<file path="config.mk">
export PLATFORM = sky130hd
export DESIGN_NAME = instr_sequencer
export DESIGN_NICKNAME = d
export VERILOG_FILES = /design/src/rtl/instr_sequencer.sv
export SDC_FILE = /design/constraint.sdc
export NUM_CORES = 1
export LEC_CHECK = 0
export ABC_AREA = 1
export CAP_MARGIN = 5
export CORE_AREA = 5 5 120 122
export DETAILED_ROUTE_END_ITERATION = 10
export DIE_AREA = 0 0 125 127
export GPL_TIMING_DRIVEN = 0
export HOLD_SLACK_MARGIN = 0.02
export PLACE_DENSITY = 0.65
export SYNTH_ARGS = -nofsm -noshare
export SYNTH_HDL_FRONTEND = slang
export SYNTH_SLANG_ARGS = --single-unit
</file>
<file path="constraint.sdc">
create_clock -name Clk -period 1.5 [get_ports Clk]
set_input_delay 0.225 -clock Clk [delete_from_list [all_inputs] [get_ports Clk]]
set_output_delay 0.225 -clock Clk [all_outputs]
set_load 0.02 [all_outputs]
</file>
<file path="src/rtl/instr_sequencer.sv">
// Fetch/dispatch controller: walks the PC through instruction memory, latches each
// instruction's fields and hands it to the matrix or integer ALU with a go/done handshake.
module instr_sequencer #(
    parameter int PROG_DEPTH = 16,
    parameter int TIMEOUT    = 255
) (
    input  logic         Clk,
    input  logic         nReset,
    input  logic         Start,
    output logic [15:0]  address,
    output logic         nRead,
    input  logic [255:0] InstructDataIn,
    output logic [7:0]   Opcode,
    output logic [7:0]   Dest,
    output logic [7:0]   Src1,
    output logic [7:0]   Src2,
    output logic         MatrixGo,
    output logic         IntGo,
    input  logic         MatrixDone,
    input  logic         IntDone,
    output logic [3:0]   PC,
    output logic         Busy,
    output logic         Halted,
    output logic         IllegalOp,
    output logic         Timeout
);

    localparam int WD_W = (TIMEOUT > 0) ? $clog2(TIMEOUT + 1) : 1;
    localparam logic [3:0] LAST_PC = 4'(PROG_DEPTH - 1);

    typedef enum logic [2:0] {
        IDLE,
        FETCH,
        LOAD,
        DISPATCH,
        EXEC,
        HALT
    } state_t;

    state_t          state_q, state_d;
    logic [3:0]      pc_q, pc_d;
    logic [WD_W-1:0] wd_q, wd_d;
    logic            unitInt_q, unitInt_d;
    logic [7:0]      opcode_q, opcode_d, dest_q, dest_d, src1_q, src1_d, src2_q, src2_d;
    logic [15:0]     address_q, address_d;
    logic            nRead_q, nRead_d;
    logic            matrixGo_q, matrixGo_d, intGo_q, intGo_d;
    logic            busy_q, busy_d;
    logic            halted_q, halted_d, illegal_q, illegal_d, timeout_q, timeout_d;
    logic            done;
    logic            unusedData;

    // Only the low instruction word of the wide memory bus is meaningful.
    assign unusedData = ^InstructDataIn[255:32];

    function automatic logic isMatrix(input logic [7:0] op);
        return op <= 8'h05;
    endfunction

    function automatic logic isInt(input logic [7:0] op);
        return (op >= 8'h10) && (op <= 8'h13);
    endfunction

    always_ff @(posedge Clk) begin
        if (!nReset) begin
            state_q    <= IDLE;
            pc_q       <= 4'd0;
            wd_q       <= '0;
            unitInt_q  <= 1'b0;
            opcode_q   <= 8'h00;
            dest_q     <= 8'h00;
            src1_q     <= 8'h00;
            src2_q     <= 8'h00;
            address_q  <= 16'h0000;
            nRead_q    <= 1'b1;
            matrixGo_q <= 1'b0;
            intGo_q    <= 1'b0;
            busy_q     <= 1'b0;
            halted_q   <= 1'b0;
            illegal_q  <= 1'b0;
            timeout_q  <= 1'b0;
        end else begin
            state_q    <= state_d;
            pc_q       <= pc_d;
            wd_q       <= wd_d;
            unitInt_q  <= unitInt_d;
            opcode_q   <= opcode_d;
            dest_q     <= dest_d;
            src1_q     <= src1_d;
            src2_q     <= src2_d;
            address_q  <= address_d;
            nRead_q    <= nRead_d;
            matrixGo_q <= matrixGo_d;
            intGo_q    <= intGo_d;
            busy_q     <= busy_d;
            halted_q   <= halted_d;
            illegal_q  <= illegal_d;
            timeout_q  <= timeout_d;
        end
    end

    // Go pulses are decoded straight from the memory word while leaving LOAD, so
    // they are registered and line up with the DISPATCH cycle.
    always_comb begin
        state_d    = state_q;
        pc_d       = pc_q;
        wd_d       = wd_q;
        unitInt_d  = unitInt_q;
        opcode_d   = opcode_q;
        dest_d     = dest_q;
        src1_d     = src1_q;
        src2_d     = src2_q;
        halted_d   = halted_q;
        illegal_d  = illegal_q;
        timeout_d  = timeout_q;
        matrixGo_d = 1'b0;
        intGo_d    = 1'b0;
        done       = unitInt_q ? IntDone : MatrixDone;

        case (state_q)
            IDLE, HALT: begin
                if (Start) begin
                    state_d   = FETCH;
                    pc_d      = 4'd0;
                    halted_d  = 1'b0;
                    illegal_d = 1'b0;
                    timeout_d = 1'b0;
                end
            end
            FETCH: state_d = LOAD;
            LOAD: begin
                state_d    = DISPATCH;
                opcode_d   = InstructDataIn[31:24];
                dest_d     = InstructDataIn[23:16];
                src1_d     = InstructDataIn[15:8];
                src2_d     = InstructDataIn[7:0];
                matrixGo_d = isMatrix(InstructDataIn[31:24]);
                intGo_d    = isInt(InstructDataIn[31:24]);
            end
            DISPATCH: begin
                if (isMatrix(opcode_q) || isInt(opcode_q)) begin
                    state_d   = EXEC;
                    wd_d      = WD_W'(TIMEOUT);
                    unitInt_d = isInt(opcode_q);
                end else begin
                    state_d   = HALT;
                    halted_d  = 1'b1;
                    illegal_d = (opcode_q != 8'hFF);
                end
            end
            EXEC: begin
                if (done) begin
                    if (pc_q == LAST_PC) begin
                        state_d  = HALT;
                        halted_d = 1'b1;
                    end else begin
                        pc_d    = pc_q + 4'd1;
                        state_d = FETCH;
                    end
                end else if (wd_q == '0) begin
                    state_d   = HALT;
                    halted_d  = 1'b1;
                    timeout_d = 1'b1;
                end else begin
                    wd_d = wd_q - WD_W'(1);
                end
            end
            default: state_d = IDLE;
        endcase

        address_d = (state_d == FETCH) ? {4'h2, 8'h00, pc_d} : 16'h0000;
        nRead_d   = (state_d != FETCH);
        busy_d    = (state_d != IDLE) && (state_d != HALT);
    end

    assign address   = address_q;
    assign nRead     = nRead_q;
    assign Opcode    = opcode_q;
    assign Dest      = dest_q;
    assign Src1      = src1_q;
    assign Src2      = src2_q;
    assign MatrixGo  = matrixGo_q;
    assign IntGo     = intGo_q;
    assign PC        = pc_q;
    assign Busy      = busy_q;
    assign Halted    = halted_q;
    assign IllegalOp = illegal_q;
    assign Timeout   = timeout_q;

endmodule

</file>
Yosys cells after proc, flatten, opt, wreduce, memory -nomap -nowiden
Cells that the tools add are included. W data, S select, Z words.

Memory bits (writable): 0. Word-level logic and storage cells: 88. Memories kept: 0. Output and inout bits: 59. Latch bits: 0. Flip-flop bits (word level): 71. Bits of input ports: 261. Memory bits (read-only): 0.

Shift-type cells: 0. Multiplexer cells: 26. Div/mod/pow operators: 0. Add/subtract/negate cells: 2. Magnitude comparators: 6. Eq/ne operators: 18. Bitwise logic cells: 0. Multiply operators: 0. Reductions and logical operators: 19.

Operators with widths (count): $mux W8 (3); $ge A8 B5 Y1 const B (2); $le A8 B3 Y1 const B (2); $le A8 B5 Y1 const B (2); $pmux W8 S2 (1); $pmux W3 S5 (1); $mux W14 (1); $mux W3 (4); $mux W4 (3); $ne A2 B2 Y1 const B (6); $mux W1 (9); $ne A3 B3 Y1 const B (3); $logic_not A8 Y1 (1); $ne A8 B8 Y1 const B (1); $pmux W4 S2 (1); $reduce_and A4 Y1 (2); $sub A8 B1 Y8 const B (1); $eq A3 B1 Y1 const B (2); $eq A3 B2 Y1 const B (2); $eq A3 B3 Y1 const B (2); $reduce_and A2 Y1 (3); $reduce_bool A2 Y1 (3); $reduce_bool A3 Y1 (2); $reduce_and A5 Y1 (1); other kinds (10) (13).

Longest topological paths before layout
Gate-level depths: netlist (run 1).

Word-level depth: 7. Depth in mapped cells: 11. Mapped depth without buffers: 11.

Least setup slack after synthesis (run 1)
OpenSTA, ideal clock, no wires.

Path kind: register -> register. From: reg pc_q[0], in the netlist PC[0]. To: reg pc_q[0], in the netlist PC[0]. Data arrival time: 1244 ps. Library setup time: 128 ps. Required time: 1372 ps. Buffers on the path: 0. Clock period less this slack: 1372 ps. Cell stages (with the launch flop): 9. Slack: 128 ps. Cell sequence: dfxtp_1 -> ha_1 -> nand2_1 -> inv_1 -> nand2_1 -> nand3_1 -> inv_1 -> o21ai_0 -> nor2_1.

Word-level cells in the longest chain between the ends: 4. Elaborated cells between the ends (all ways): 6. Those cells by class: add/sub: 1; eq/ne: 1; mux: 4.

Ends and longest elaborated chain: start: declaration (RTL line 41) `logic [3:0] pc_q, pc_d;`; start signal: assignment (RTL line 84) `pc_q <= pc_d;`; $add A4 B1 Y4 or $eq A4 B4 Y1 (tied branches) (RTL line 157, 153); $mux W4 (RTL line 153) `if (pc_q == LAST_PC) begin`; $mux W4 (RTL line 152) `if (done) begin`; $pmux W4 S2 * (RTL line 120) `case (state_q)`.

Mark *: on every way between the ends. The rest lies on a longest branch, timed or not. A chain may end at the register's enable or synchronous reset.

Worst setup path in the final report (run 1)
From: reg address_q[2], in the netlist address[2]. To: out address[2].

RTL lines: start: declaration (RTL line 45) `logic [15:0] address_q, address_d;`; start signal: assignment (RTL line 91) `address_q <= address_d;`; end: declaration (RTL line 10) `output logic [15:0] address,`.

No word-level cell between the ends.

==> run_results.csv, run 1 <==
group,metric,value,unit
outcome,status,"completed",
cts,clockBufferDepth,2,
min_path,hold_path_class,"flip-flop to flip-flop",
die,fp.coreArea,13100,µm²
die,die_w,125,µm
setup_path,cp_max_fo,1,
pwr,p_leak,0.00213,µW
global_route,grt_pass1_wl,13600,µm
setup_path,crit_slowest_cell,"clkdlybuf4s50_1",
sta,layout_min_cycle_time,1.46,ns
sta,rsz0062_at_grt,"yes",
die,rows,42,
logic_synthesis,synthDistinctLibCells,35,
global_route,grt_max_degree,12,
setup_path,critPathLaunch,"address[2]$_SDFF_PN0_",
final_layout,final_cell_mix,"nor2_1 (85), nand2_1 (59), dfxtp_1 (55)",
sta,worst_pin_slew,0.502,ns
detailed_routing,drc,0,
sta,fin_skew,0.0104,ns
pwr,seqPwrFrac,31.9,%
sta,timing.fmax,685,MHz
placement,gp_congestion,0.843,
cts,clock_latency,0.33,ns
cts,cts_tree,"yes",
die,die_area,15900,µm²
cts,htree_levels,3,
die,fp.dieH,127,µm
logic_synthesis,synth_top_area_share,44.1,%
setup_path,crit_chain,"clkdlybuf4s50_1",
logic_synthesis,ys_seq_area_share,44.1,%
setup_path,cpPeakStageDelay,0.60,ns
pwr,power,6750,µW
sta,fin_crit_sh,97.3,%
logic_synthesis,yosysTopAreaCell,"dfxtp_1",
pwr,clkPwrFrac,33.7,%
logic_synthesis,ys_ff_latch,60,
final_layout,antenna_cells,0,
global_route,grt_util_all_layers,10.4,%
die,start_util,20.8,%
detailed_routing,wl_per_cell,12.5,µm
detailed_routing,drt-vias-per-instance,4.18,
logic_synthesis,netlist_instances,379,
detailed_routing,ant_nets,0,
setup_path,critPathCapture,"address[2]",
placement,io_buffer_count,84,
setup_path,crit_buf_inv,1,
placement,dp_hpwl,6440,µm
sta,finalSetupViolCount,0,
setup_path,cp_num_cells,1,
sta,drv_slew,0,
logic_synthesis,synth_area,2720,µm²
setup_path,critPathRequiredTime,1.27,ns
setup_path,crit_type,"flip-flop to output pin",
sta,relSlewSlack,66.2,%
flow_run,maxCapViolCount,0,
setup_path,regToRegEndpoint,"Busy$_SDFF_PN0_",
global_route,grt_pass1_vias,2753,
detailed_routing,dr_total_vias,2790,
sta,hold_viol,0,
setup_path,crit_arrival,1.23,ns
final_layout,fill_cells,1381,
setup_path,cp_top_family,"buffers and inverters",
global_route,gr-total-overflow,0,
final_layout,drive_above_1_share,15.4,%
pwr,p_per_area,1600,nW/µm²
die,ioPinCount,320,
cts,cts_buffers,9,
final_layout,syn_to_final_growth,54.5,%
pwr,p_sw_share,35.6,%
global_route,antenna_found_initial,0,
setup_path,r2r_cells,9,
final_layout,layout_commonest_cell,"nor2_1",
cts,clock-sinks,60,
final_layout,nets,751,
detailed_routing,routed_wirelength,8320,µm
pwr,p_int,4350,µW
logic_synthesis,synth.area.top_cells,"dfxtp_1 (44%), nor2_1 (12%), nand2_1 (8.7%), o21ai_0 (6.6%), nand3_1 (3.9%)",
setup_path,timing.reg2reg.setup_slack,0.12,ns
logic_synthesis,synth.avg_cell_area,7.18,µm²
setup_path,cp-end-kind,"output pin",
logic_synthesis,ys_warn_count,0,
cts,cts_hold_buf,0,
cts,root_buffer,"clkbuf_16",
cts,clk_pin_slew,0.05,ns
setup_path,start_kind,"flip-flop",
setup_path,r2r-start,"wd_q[0]$_SDFFE_PN0P_",
pwr,ir_drop,0.932,mV
detailed_routing,drtIter0Drc,138,
detailed_routing,drt_first_pass_iters,4,
pwr,switching_power,2400,µW
pwr,combPwrFrac,34.4,%
final_layout,design_area,4210,µm²
placement,dpl-instance-area,3820,µm²
[worst reg2reg max path, delay by kind of cell (launching register included)]
kind | cells | cell delay, ns
adder cells (fa/ha/maj) | 1 | 0.19
buffers and inverters | 1 | 0.11
AO/OA/AOI/OAI | 1 | 0.21
flip-flops | 1 | 0.30
AND/OR/NAND/NOR | 6 | 0.46
[cell families after synthesis]
kind of cell	share of synthesized area [%]
flops	44.1
compound gates	13.1
other cells	0.138
buf+inv	9.33
simple gates	31.6
fa+ha+maj	1.38
xor+xnor	0.322
[stage by stage]
stage	worst slack, ns	hold slack, ns	std cells	setup TNS, ns	utilization (%)
detailed placement	-0.580	0.469	649	-15.91	29.2
global placement	-0.541	0.469	649	-14.96	29.2
finish	0.0405	0.479	668	0	32.2
CTS	0.000346	0.472	665	0	31.5
global route	-0.0498	0.498	668	-0.107	32.2
floorplan	0.128	0.360	389	0	-
[state kept, by name, summed over array words and instances, names as in the netlist, 3 cells and up]
register	flops
Dest	8
Opcode	8
PC	4
Src1	8
Src2	8
address	5
state_q	3
wd_q	8
[synthesized netlist by cell type, drive strengths merged]
library cell  number
a21oi             22
a31oi              2
buf               17
clkbuf             6
conb               1
dfxtp             60
ha                 3
inv               29
nand2             67
nand3             24
nand3b             1
nand4              8
nor2              91
nor3               3
nor4               1
o211ai             1
o21a               1
o21ai             40
o21bai             1
xnor2              1
[cell type report]
cell class	instances	area, µm²	share of cell area (%)
multi-input combinational	277	1340	31.8
clock buffer	11	253	6.01
clock inverter	5	81.3	1.93
inverter	29	114	2.71
sequential	60	1210	28.8
tap	176	220	5.23
buffer	23	146	3.48
timing repair buffer	87	846	20.1
[power groups by stage]
stage          clock, µW  sequential (µW)  combinational, µW
2_1_floorplan          0             2440               1180
3_3_place_gp           0             2150               2370
3_5_place_dp           0             2170               2400
4_1_cts             2330             2140               2280
5_1_grt             2420             2200               2600
6_report            2280             2150               2320
[per-layer routing]
| metal | vias up | GRT usage [%] | wire [µm] | share of wire, % |
|---|---|---|---|---|
| met2 | 87 | 16.7 | 3950 | 47 |
| met3 | 10 | 5.30 | 787 | 9.5 |
| met1 | 1271 | 12.2 | 3490 | 42 |
| li1 | 1422 | - | - | - |
| met5 | - | 0 | 0 | 0 |
| met4 | 0 | 3.00 | 102 | 1.2 |
[how the worst min path moves through the flow]
| stage | startpoint | end | slack [ns] | cells past startpoint |
|---|---|---|---|---|
| after floorplan | InstructDataIn[17] | Dest[1]$_SDFFE_PN0N_ | 0.36 | 2 |
| after global placement | Halted$_SDFFE_PN0P_ | Halted$_SDFFE_PN0P_ | 0.47 | 2 |
| after detailed placement | Halted$_SDFFE_PN0P_ | Halted$_SDFFE_PN0P_ | 0.47 | 2 |
| after CTS | InstructDataIn[21] | Dest[5]$_SDFFE_PN0N_ | 0.47 | 3 |
| after global routing | InstructDataIn[19] | Dest[3]$_SDFFE_PN0N_ | 0.50 | 3 |
| final | Halted$_SDFFE_PN0P_ | Halted$_SDFFE_PN0P_ | 0.48 | 2 |
[repair_timing]
action	4_1_cts	5_1_grt
setup endpoints to repair	54	56
hold endpoints to repair	0	0
buffers inserted	0	3
pin swaps	0	2
gates resized for setup	37	31
Note: power is estimated with default switching activity, not from simulation.
==> run 2, diff against run 1 <==
--- a/config.mk
+++ b/config.mk
@@ -16,3 +16,4 @@
 export SYNTH_ARGS = -nofsm -noshare
 export SYNTH_HDL_FRONTEND = slang
 export SYNTH_SLANG_ARGS = --single-unit
+export TNS_END_PERCENT = 5
==> run 2 against run 1 <==
  * Final cell count is 0.15% lower
  * Via count fell by 0.14%
  * Clock-buffer cell count stayed put
  * Clock skew is essentially flat
  * Critical path type unchanged
  * Largest power group unchanged
  * Highest routed layer unchanged
==> run_results.csv, run 2 (synthesis gave the netlist of run 1 again) <==
group,metric,value,unit
sta,fin_crit_sh,97.4,%
setup_path,timing.reg2reg.setup_slack,0.10,ns
placement,pre_cts_slack,-0.580,ns
cts,cts_buffers,9,
global_route,grt_util_met2,16.7,%
global_route,use_met3,5.30,%
pwr,p_per_area,1610,nW/µm²
detailed_routing,drtIter0Drc,133,
detailed_routing,drt_first_pass_iters,4,
global_route,grt_pass1_wl,13600,µm
sta,hold_viol,0,
detailed_routing,wl_per_cell,12.5,µm
die,die_w,125,µm
sta,layout_min_cycle_time,1.46,ns
cts,clk_pin_slew,0.05,ns
setup_path,r2r_cells,11,
setup_path,cp_max_fo,1,
die,ioPinCount,320,
sta,drv_slew,0,
sta,fin_skew,0.0104,ns
detailed_routing,routed_wirelength,8310,µm
sta,timing.fmax,685,MHz
setup_path,cp_num_cells,1,
final_layout,stdcell_count,667,
setup_path,cpPeakStageDelay,0.60,ns
pwr,p_leak,0.00213,µW
final_layout,fin_util,32.0,%
final_layout,layout_commonest_cell,"nor2_1",
detailed_routing,drc,0,
detailed_routing,drt-vias-per-instance,4.18,
final_layout,antenna_cells,0,
cts,clock-sinks,60,
final_layout,nets,750,
placement,io_buffer_count,84,
cts,cts_tree,"yes",
setup_path,cp-end-kind,"output pin",
cts,htree_levels,3,
sta,rsz0062_at_grt,"yes",
setup_path,crit_type,"flip-flop to output pin",
global_route,grt_util_all_layers,10.4,%
setup_path,crit_slowest_cell,"clkdlybuf4s50_1",
sta,setup_slack,0.0397,ns
sta,worst_pin_slew,0.529,ns
placement,gp_congestion,0.843,
die,rows,42,
global_route,grt_util_met1,12.2,%
placement,dp_hpwl,6440,µm
setup_path,start_kind,"flip-flop",
setup_path,crit_buf_inv,1,
final_layout,final_cell_mix,"nor2_1 (85), nand2_1 (60), dfxtp_1 (55)",
flow_run,maxCapViolCount,0,
placement,dp_cells,649,
die,fp.coreArea,13100,µm²
pwr,power,6750,µW
setup_path,regToRegEndpoint,"Busy$_SDFF_PN0_",
setup_path,r2r-start,"unitInt_q$_SDFFE_PN0N_",
setup_path,critPathLaunch,"address[2]$_SDFF_PN0_",
final_layout,syn_to_final_growth,54.0,%
setup_path,crit_chain,"clkdlybuf4s50_1",
final_layout,drive_above_1_share,14.7,%
die,die_area,15900,µm²
setup_path,cp_top_family,"buffers and inverters",
cts,cts_hold_buf,0,
outcome,status,"completed",
sta,finalSetupViolCount,0,
detailed_routing,ant_nets,0,
global_route,grt_max_degree,12,
global_route,grt_pass1_vias,2753,
min_path,hold_path_class,"flip-flop to flip-flop",
detailed_routing,dr_total_vias,2786,
pwr,ir_drop,0.932,mV
global_route,gr-total-overflow,0,
global_route,grt.busiest_layer,"met2",
die,fp.dieH,127,µm
cts,clockBufferDepth,2,
cts,clock_latency,0.33,ns
global_route,antenna_found_initial,0,
setup_path,crit_arrival,1.24,ns
cts,root_buffer,"clkbuf_16",
setup_path,critPathCapture,"address[2]",
setup_path,critPathRequiredTime,1.27,ns
die,start_util,20.8,%
final_layout,fill_cells,1386,
sta,relSlewSlack,64.7,%
-- run 2: report_power, final --
part / internal (µW) / switching (µW) / total [µW]
Sequential: 1920 / 236 / 2150
Combinational: 890 / 1430 / 2320
Clock: 1550 / 734 / 2280
Total: 4350 / 2400 / 6750
-- run 2: how the worst min path moves through the flow --
stage | start | end | slack, ns | cells after the start
6_report | Halted$_SDFFE_PN0P_ | Halted$_SDFFE_PN0P_ | 0.48 | 2
5_1_grt | InstructDataIn[19] | Dest[3]$_SDFFE_PN0N_ | 0.50 | 3
4_1_cts | InstructDataIn[21] | Dest[5]$_SDFFE_PN0N_ | 0.47 | 3
3_5_place_dp | Halted$_SDFFE_PN0P_ | Halted$_SDFFE_PN0P_ | 0.47 | 2
3_3_place_gp | Halted$_SDFFE_PN0P_ | Halted$_SDFFE_PN0P_ | 0.47 | 2
2_1_floorplan | InstructDataIn[17] | Dest[1]$_SDFFE_PN0N_ | 0.36 | 2
-- run 2: routing by layer --
metal / wire [µm] / part of all wire (%)
met1: 3530 / 42
met2: 3930 / 47
met3: 754 / 9.1
met4: 102 / 1.2
met5: 0 / 0
-- run 2: what timing repair did --
item                                    in CTS  in global routing
pin swaps                                    0                  2
resized for setup                           37                 27
endpoints found under the setup margin      54                 56
buffers inserted                             0                  2
-- run 2: cell type report --
cell class | count | area, µm² | share of cell area, %
buffer | 23 | 146 | 3.49
clock buffer | 11 | 253 | 6.03
clock inverter | 5 | 81.3 | 1.94
inverter | 29 | 114 | 2.72
multi-input combinational | 277 | 1330 | 31.8
sequential | 60 | 1210 | 28.8
tap | 176 | 220 | 5.25
timing repair buffer | 86 | 838 | 20.0
-- run 2: stage by stage --
step	instance area (µm²)	setup TNS [ns]	hold slack, ns
after global placement	3820	-14.96	0.469
final	4190	0	0.478
after CTS	4120	0	0.472
after global routing	4190	-0.248	0.498
after floorplan	2760	0	0.360
after detailed placement	3820	-15.91	0.469
==> run 3, diff against run 2 <==
--- a/config.mk
+++ b/config.mk
@@ -7,12 +7,12 @@
 export LEC_CHECK = 0
 export ABC_AREA = 1
 export CAP_MARGIN = 5
-export CORE_AREA = 5 5 120 122
+export CORE_AREA = 5 5 121 123
+export CTS_BUF_LIST = sky130_fd_sc_hd__clkbuf_4
 export DETAILED_ROUTE_END_ITERATION = 10
-export DIE_AREA = 0 0 125 127
+export DIE_AREA = 0 0 126 128
 export GPL_TIMING_DRIVEN = 0
 export HOLD_SLACK_MARGIN = 0.02
-export PLACE_DENSITY = 0.65
 export SYNTH_ARGS = -nofsm -noshare
 export SYNTH_HDL_FRONTEND = slang
 export SYNTH_SLANG_ARGS = --single-unit
==> run 3 against run 2 <==
  * Hold slack worse by 0.078 ns
  * Highest routed layer unchanged
  * Flip-flop and latch count stayed put
  * Combinational power is 5% lower
==> run_results.csv, run 3 (synthesis gave the netlist of run 1 again) <==
group,metric,value,unit
global_route,grt_max_degree,12,
die,ioPinCount,320,
final_layout,design_area,3930,µm²
placement,dpl-instance-area,3830,µm²
setup_path,crit_chain,"dlygate4sd2_1",
detailed_routing,dr_total_vias,2765,
placement,dp_hpwl,6330,µm
setup_path,cp_max_fo,5,
sta,worst_hold_slack,0.400,ns
sta,drv_slew,0,
cts,cts_tree,"yes",
placement,io_buffer_count,84,
pwr,power,5480,µW
cts,clock-sinks,60,
global_route,gr-total-overflow,0,
min_path,hold_path_class,"primary input to flip-flop",
final_layout,antenna_cells,0,
setup_path,crit_type,"flip-flop to output pin",
sta,rsz0062_at_grt,"yes",
setup_path,r2r_cells,9,
final_layout,layout_commonest_cell,"nor2_1",
die,die_area,16100,µm²
sta,fin_skew,0.0211,ns
final_layout,syn_to_final_growth,44.3,%
sta,fin_crit_sh,95.7,%
cts,clockBufferDepth,2,
final_layout,final_cell_mix,"nor2_1 (86), nand2_1 (61), dfxtp_1 (56)",
setup_path,critPathRequiredTime,1.27,ns
die,fp.dieH,128,µm
setup_path,cpPeakStageDelay,0.43,ns
die,die_w,126,µm
sta,final.setup.tns,0,ns
sta,hold_viol,0,
setup_path,cp-end-kind,"output pin",
die,start_util,20.1,%
pwr,p_per_area,1390,nW/µm²
setup_path,critPathCapture,"PC[3]",
detailed_routing,drt_first_pass_iters,4,
setup_path,crit_arrival,1.21,ns
cts,cts_buffers,9,
detailed_routing,routed_wirelength,8080,µm
cts,cts_hold_buf,0,
setup_path,crit_slowest_cell,"dfxtp_1",
detailed_routing,drc,0,
sta,finalSetupViolCount,0,
final_layout,nets,749,
cts,clock_latency,0.41,ns
setup_path,cp_num_cells,1,
outcome,status,"completed",
setup_path,r2r-start,"PC[0]$_SDFF_PN0_",
die,rows,43,
flow_run,maxCapViolCount,0,
cts,htree_levels,3,
detailed_routing,drtIter0Drc,66,
detailed_routing,wl_per_cell,12.1,µm
final_layout,stdcell_count,670,
setup_path,regToRegEndpoint,"PC[2]$_SDFF_PN0_",
setup_path,crit_buf_inv,1,
sta,layout_min_cycle_time,1.44,ns
placement,dp_cells,653,
pwr,p_leak,0.00190,µW
cts,root_buffer,"clkbuf_4",
cts,clk_pin_slew,0.12,ns
global_route,grt_pass1_wl,13600,µm
setup_path,start_kind,"flip-flop",
placement,gp_congestion,0.852,
pwr,ir_drop,0.650,mV
global_route,grt_util_all_layers,10.2,%
sta,worst_pin_slew,0.522,ns
setup_path,critPathLaunch,"PC[3]$_SDFF_PN0_",
detailed_routing,ant_nets,0,
die,fp.coreArea,13600,µm²
global_route,antenna_found_initial,0,
final_layout,drive_above_1_share,13.5,%
sta,timing.fmax,696,MHz
setup_path,cp_top_family,"flip-flops",
global_route,grt_pass1_vias,2781,
sta,relSlewSlack,65.2,%
setup_path,timing.reg2reg.setup_slack,0.13,ns
detailed_routing,drt-vias-per-instance,4.13,
[run 3: worst min-delay path by stage]
stage | from | end | slack [ns] | cells past startpoint
finish | InstructDataIn[11] | Src1[3]$_SDFFE_PN0N_ | 0.40 | 3
global route | InstructDataIn[13] | Src1[5]$_SDFFE_PN0N_ | 0.37 | 3
CTS | InstructDataIn[0] | Src2[0]$_SDFFE_PN0N_ | 0.37 | 3
detailed placement | Halted$_SDFFE_PN0P_ | Halted$_SDFFE_PN0P_ | 0.48 | 2
global placement | Halted$_SDFFE_PN0P_ | Halted$_SDFFE_PN0P_ | 0.47 | 2
floorplan | InstructDataIn[17] | Dest[1]$_SDFFE_PN0N_ | 0.36 | 2
[run 3: metrics by stage]
stage	util [%]	worst slack (ns)
finish	29.0	0.0639
CTS	28.8	0.00806
global route	29.0	-0.0118
floorplan	-	0.128
detailed placement	28.2	-0.456
global placement	28.2	-0.434
[run 3: repair_timing]
action	4_1_cts	5_1_grt
buffers inserted	0	1
setup endpoints to repair	54	18
gates resized for setup	50	17
hold endpoints to repair	0	0
pin swaps	0	1
[run 3: power breakdown]
part / internal, µW / leakage, µW / switching (µW)
Combinational: 831 / 0.00134 / 1380
Sequential: 1910 / 0.000491 / 227
Clock: 499 / 0.0000693 / 632
Total: 3240 / 0.00190 / 2240
[run 3: per-layer routing]
layer / vias to the layer above / share of wire [%] / global-route usage (%)
li1: 1427 / - / -
met1: 1239 / 43 / 12.1
met2: 89 / 45 / 16.0
met3: 10 / 11 / 6.00
met4: 0 / 0.80 / 2.71
met5: - / 0 / 0
[run 3: worst min-delay path, delay by kind of cell]
| kind | cells | cell delay [ns] |
|---|---|---|
| buf+inv | 1 | 0.39 |
| simple gates | 2 | 0.15 |
[run 3: final cells by class]
| type | instances | area [µm²] |
|---|---|---|
| flip-flops and latches | 60 | 1210 |
| plain buffers | 23 | 144 |
| fillers | 1542 | 9630 |
| repair buffers | 85 | 781 |
| clock inverters | 7 | 67.6 |
| well taps | 180 | 225 |
| clock buffers | 9 | 67.6 |
| inverters | 29 | 111 |
| multi-input cells | 277 | 1320 |
